`src/rtl/uart_pkg.sv`:
```
// Shared UART definitions used by both the TX and RX paths.
// Holds the FSM state encoding, the line-level constants and the parity helper.
package uart_pkg;

  typedef enum logic [2:0] {
    IDLE   = 3'd0,
    START  = 3'd1,
    DATA   = 3'd2,
    PARITY = 3'd3,
    STOP   = 3'd4
  } uart_state_e;

  localparam logic PAR_EVEN  = 1'b0;
  localparam logic PAR_ODD   = 1'b1;
  localparam logic START_BIT = 1'b0;
  localparam logic STOP_BIT  = 1'b1;

  // Odd parity is the inverse of the data XOR, so the type bit can be XORed in directly.
  function automatic logic f_parity(input logic i_xor, input logic i_typ);
    return i_xor ^ (i_typ == PAR_ODD);
  endfunction

endpackage

```
`src/rtl/uart_tx_serializer.sv`:
```
// Data-phase shifter for the UART transmitter: holds the word, counts bits sent,
// and flags the last data bit so the FSM can leave the DATA state.
module uart_tx_serializer #(
  parameter int DATA_WIDTH = 8
) (
  input  logic                  clk,
  input  logic                  rst,
  input  logic                  i_load,
  input  logic                  i_shift,
  input  logic [DATA_WIDTH-1:0] i_data,
  output logic                  o_bit,
  output logic                  o_next_bit,
  output logic                  o_done
);

  localparam int CW = (DATA_WIDTH > 1) ? $clog2(DATA_WIDTH) : 1;
  localparam logic [CW-1:0] LAST_M1 = CW'(DATA_WIDTH - 2);

  logic [DATA_WIDTH-1:0] r_shift;
  logic [CW-1:0]         r_cnt;
  logic                  r_done;

  // r_cnt is the index of the data bit currently on the line.
  always_ff @(posedge clk) begin
    if (!rst) begin
      r_shift <= '0;
      r_cnt   <= '0;
      r_done  <= 1'b0;
    end else if (i_load) begin
      r_shift <= i_data;
      r_cnt   <= '0;
      r_done  <= (DATA_WIDTH == 1);
    end else if (i_shift) begin
      r_shift <= r_shift >> 1;
      r_cnt   <= r_cnt + 1'b1;
      r_done  <= (r_cnt == LAST_M1);
    end
  end

  assign o_bit      = r_shift[0];
  assign o_next_bit = r_shift[1];
  assign o_done     = r_done;

endmodule

```
`src/rtl/uart_tx_frame.sv`:
```
// UART transmitter: start | data LSB-first | optional parity | stop bits, one bit per clk.
// Frame FSM, parity generation and registered line driver; the shifter lives in uart_tx_serializer.
module uart_tx_frame
  import uart_pkg::*;
#(
  parameter int DATA_WIDTH = 8,
  parameter int STOP_BITS  = 1
) (
  input  logic                  clk,
  input  logic                  rst,
  input  logic [DATA_WIDTH-1:0] p_data,
  input  logic                  data_valid,
  input  logic                  par_en,
  input  logic                  par_typ,
  output logic                  tx_ready,
  output logic                  busy,
  output logic                  tx_out
);

  localparam logic STOP_INIT = logic'(STOP_BITS - 1);

  uart_state_e r_state;
  logic        r_tx;
  logic        r_busy;
  logic        r_par_en;
  logic        r_par_bit;
  logic        r_stop_cnt;

  logic w_last_stop;
  logic w_accept;
  logic w_shift;
  logic w_ser_bit;
  logic w_ser_next;
  logic w_ser_done;

  assign w_last_stop = (r_stop_cnt == 1'b0);
  assign tx_ready    = (r_state == IDLE) | ((r_state == STOP) & w_last_stop);
  assign w_accept    = data_valid & tx_ready;
  assign w_shift     = (r_state == DATA) & ~w_ser_done;

  uart_tx_serializer #(
    .DATA_WIDTH (DATA_WIDTH)
  ) u_ser (
    .clk        (clk),
    .rst        (rst),
    .i_load     (w_accept),
    .i_shift    (w_shift),
    .i_data     (p_data),
    .o_bit      (w_ser_bit),
    .o_next_bit (w_ser_next),
    .o_done     (w_ser_done)
  );

  // Accept is only possible in IDLE or on the last stop bit, so it is handled ahead of the case.
  always_ff @(posedge clk) begin
    if (!rst) begin
      r_state    <= IDLE;
      r_tx       <= STOP_BIT;
      r_busy     <= 1'b0;
      r_par_en   <= 1'b0;
      r_par_bit  <= 1'b0;
      r_stop_cnt <= 1'b0;
    end else if (w_accept) begin
      r_state   <= START;
      r_tx      <= START_BIT;
      r_busy    <= 1'b1;
      r_par_en  <= par_en;
      r_par_bit <= f_parity(^p_data, par_typ);
    end else begin
      case (r_state)
        IDLE: begin
          r_tx   <= STOP_BIT;
          r_busy <= 1'b0;
        end
        START: begin
          r_state <= DATA;
          r_tx    <= w_ser_bit;
        end
        DATA: begin
          if (!w_ser_done) begin
            r_tx <= w_ser_next;
          end else if (r_par_en) begin
            r_state <= PARITY;
            r_tx    <= r_par_bit;
          end else begin
            r_state    <= STOP;
            r_tx       <= STOP_BIT;
            r_stop_cnt <= STOP_INIT;
          end
        end
        PARITY: begin
          r_state    <= STOP;
          r_tx       <= STOP_BIT;
          r_stop_cnt <= STOP_INIT;
        end
        STOP: begin
          if (!w_last_stop) begin
            r_stop_cnt <= r_stop_cnt - 1'b1;
          end else begin
            r_state <= IDLE;
            r_tx    <= STOP_BIT;
            r_busy  <= 1'b0;
          end
        end
        default: begin
          r_state <= IDLE;
          r_tx    <= STOP_BIT;
          r_busy  <= 1'b0;
        end
      endcase
    end
  end

  assign busy   = r_busy;
  assign tx_out = r_tx;

endmodule

```
`config.mk`:
```
export PLATFORM = sky130hd
export DESIGN_NAME = uart_tx_frame
export DESIGN_NICKNAME = d
export VERILOG_FILES = /design/src/rtl/uart_pkg.sv /design/src/rtl/uart_tx_serializer.sv /design/src/rtl/uart_tx_frame.sv
export SDC_FILE = /design/constraint.sdc
export NUM_CORES = 1
export LEC_CHECK = 0
export BUFFER_PORTS_ARGS = -buffer_cell sky130_fd_sc_hd__buf_2
export CORE_MARGIN = 2
export CORE_UTILIZATION = 49
export DETAILED_ROUTE_END_ITERATION = 8
export GPL_ROUTABILITY_DRIVEN = 0
export PLACE_DENSITY = 0.73
export SYNTH_ARGS = -nofsm -noshare
export SYNTH_HDL_FRONTEND = slang
export SYNTH_HIERARCHICAL = 1
export SYNTH_SLANG_ARGS = --single-unit
```
`constraint.sdc`:
```
create_clock -name clk -period 1.7 [get_ports clk]
set_input_delay 0.34 -clock clk [delete_from_list [all_inputs] [get_ports clk]]
set_output_delay 0.34 -clock clk [all_outputs]
set_load 0.005 [all_outputs]
```
==> qor.yml <==
clocking:
  htreeDepth: 1
  cts_buffers: 3
  cts_resized: 0
  cts_sinks: 19
  postCtsSetupRepairBufs: 0
  clk_pin_slew_worst_paths_ns: 0.11
  tritoncts: "done"
  holdBufCountCts: 0
  clockBufferDepth: 2
  clk_latency_ns: 0.29
  cts_root_buffer: "clkbuf_4"
logic_synthesis:
  ys_warn_count: 6
  syn_inst: 99
  yosys.area.top_type_share_pct: 38.3
  synth_edf_count: 0
  synth_seq_cells: 19
  synth_nets: 114
  netlist_top_cells_area: "dfxtp_1 (38%), mux2_2 (7.9%), o211a_1 (7.1%)"
  avgSynthCellArea_sq_um: 10.0
  post-synth-top-count-cell: "dfxtp_1"
  synth_area_sq_um: 992
  synth_area_leader_cell: "dfxtp_1"
  synth_flop_cell: "dfxtp_1"
  seq_area_frac_synth_pct: 38.3
  synthTopCellsByCount: "dfxtp_1 (19), nand2b_1 (9), mux2_2 (7), nor2_1 (7), o211a_1 (7)"
  async_flop_share_pct: 0
  synth.distinct_cells: 35
power_and_ir_drop:
  peakVddDrop_mv: 0.514
  leakage_nw: 0.515
  p_per_area_mw_per_mm2: 815
global_routing:
  grtUsageTotal_pct: 17.9
  antenna_found_initial: 0
  grt_start_max_net_pins: 24
  grt_pass1_vias: 746
  grt_pass1_wl_um: 3250
  grt_overflow: 0
timing:
  fmax_ghz: 0.639
  setup_violations: 0
  worstMarginPinSlew_ns: 0.278
  finalCritPeriodShare_pct: 92.1
  rsz0062_at_grt: "no"
  period_needed_ns: 1.57
  setup_tns_ns: 0
  finClkSkew_ns: 0.00386
  finalMaxSlewViolations: 0
  finalHoldViolCount: 0
  relSlewSlack_pct: 81.5
final_layout:
  antenna_cells: 0
  post-route-util_pct: 58.4
  fin_nets: 132
  area_delta_synth_final_pct: 14.2
  nFillCells: 179
  drive_gt1_share_pct: 27.6
worst_setup_path:
  worstPathMaxFanout: 15
  r2r_slack_ns: 0.13
  crit_path_end_kind: "flop"
  worstPathArrival_ns: 1.76
  path_class: "flop to flop"
  critPathSlowestCell: "dfxtp_1"
  path_cells: "nor4b_2 > buf_4 > mux2_2 > o211a_1"
  worst_setup_path_start_kind: "flop"
  critPathTopFamily: "flip-flops"
  cp.required_ns: 1.90
  slowest_delay_ns: 0.38
  crit_buf_inv: 1
routing:
  avgRoutedWirePerCell_um: 12.1
  ant_nets: 0
  drt-total-wl_um: 1730
  drtIter0Drc: 2
  routed_via_density: 5.17
  drcViolationCount: 0
  drtPass1Iterations: 4
  routed-via-count: 739
floorplan:
  core_area_sq_mm: 0.00194
  die_h_um: 49
  die_width_um: 49
  fp.dieArea_sq_mm: 0.00240
  floorplan.initialDensity_pct: 51.1
  std_cell_rows: 16
  ios: 16
job:
  maxCapViolations: 0
status:
  outcome: "completed"
placement:
  port_buffers: 15
  dp_hpwl_um: 1310
hold_path:
  hold_path_class: "input port to flop"
-- through the flow --
stage | hold WS, ns | cell area [sq um] | total power, mW | worst slack (ns) | std cells
floorplan | 0.416 | 998 | 0.648 | 0.0101 | 99
global placement | 0.476 | 1110 | 0.699 | 0.198 | 139
detailed placement | 0.483 | 1110 | 0.710 | 0.147 | 139
CTS | 0.291 | 1130 | 0.938 | 0.134 | 143
global route | 0.323 | 1130 | 0.983 | 0.00983 | 143
finish | 0.300 | 1130 | 0.924 | 0.135 | 143
-- kinds of logic (layout without fill, tap and decap cells) --
family                     after synthesis  count (layout)  share of synthesized area, %
and+or+nand+nor                         35              35                          22.3
adders and majority gates                2               2                          2.52
AOI/OAI and AO/OA                       18              18                          13.9
buffers and inverters                    9              26                          5.42
muxes                                    9               9                          9.96
xor gates and xnor gates                 7               7                          7.57
DFF                                     19              19                          38.3
-- state kept, by name, indices dropped and copies added, names as in the netlist --
| signal | cells |
|---|---|
| r_par_en | 1 |
| r_state | 3 |
| tx_out | 1 |
| u_ser/o_done | 1 |
| busy | 1 |
| u_ser/r_cnt | 3 |
| r_par_bit | 1 |
| u_ser/r_shift | 8 |
-- placed cells by master (no fill, tap or decap), types with 2 or more instances in the layout --
cell	Yosys	final
nor3b_1	2	2
inv_1	3	3
buf_4	0	3
xnor2_1	5	5
ha_1	2	2
nand3b_1	4	4
nand2_1	2	2
mux2i_1	2	2
dfxtp_1	19	19
o211a_1	7	7
a21oi_1	4	4
clkbuf_4	0	3
nand2b_1	9	9
mux2_2	7	7
buf_2	1	15
nor2_1	7	7
o21ai_0	3	3
-- tightest hold or removal path: stages --
cell     delay [ns]
buf_2          0.08
a21oi_1        0.05
nor2b_1        0.10
-- per-layer routing --
metal | GRT usage (%) | vias up | wire [um]
met5 | 0 | - | 0
met4 | 10.0 | 0 | 24
met3 | 4.29 | 4 | 64
met2 | 28.5 | 15 | 809
met1 | 22.1 | 334 | 831
li1 | - | 386 | -
-- where the power goes --
part,leakage [nW],switching (mW),internal [mW]
Sequential,0.156,0.0171,0.479
Clock,0.0150,0.136,0.0913
Combinational,0.344,0.0895,0.111
Total,0.515,0.242,0.682
-- area by class of cell --
type                            instances  area, sq um  share of cell area [%]
Multi-Input combinational cell         71          564                    49.8
Sequential cell                        19          380                    33.6
Timing Repair Buffer                   19          118                    10.4
Tap cell                               27         33.8                    2.98
Clock buffer                            4         26.3                    2.32
Inverter                                3         11.3                   0.993
-- worst paths after layout --
kind	endpoint	startpoint	cells past startpoint
setup / recovery	u_ser/r_shift[5]$_SDFFE_PN0P_	r_state[2]$_SDFFE_PP0P_	4
hold / removal	r_par_en$_SDFFE_PN0P_	par_en	3
setup reg to reg	u_ser/r_shift[5]$_SDFFE_PN0P_	r_state[2]$_SDFFE_PP0P_	4
hold reg to reg	u_ser/o_done$_SDFFE_PP0P_	u_ser/r_cnt[2]$_SDFFE_PP0P_	2
No activity file was read; power rests on OpenSTA's default activity.
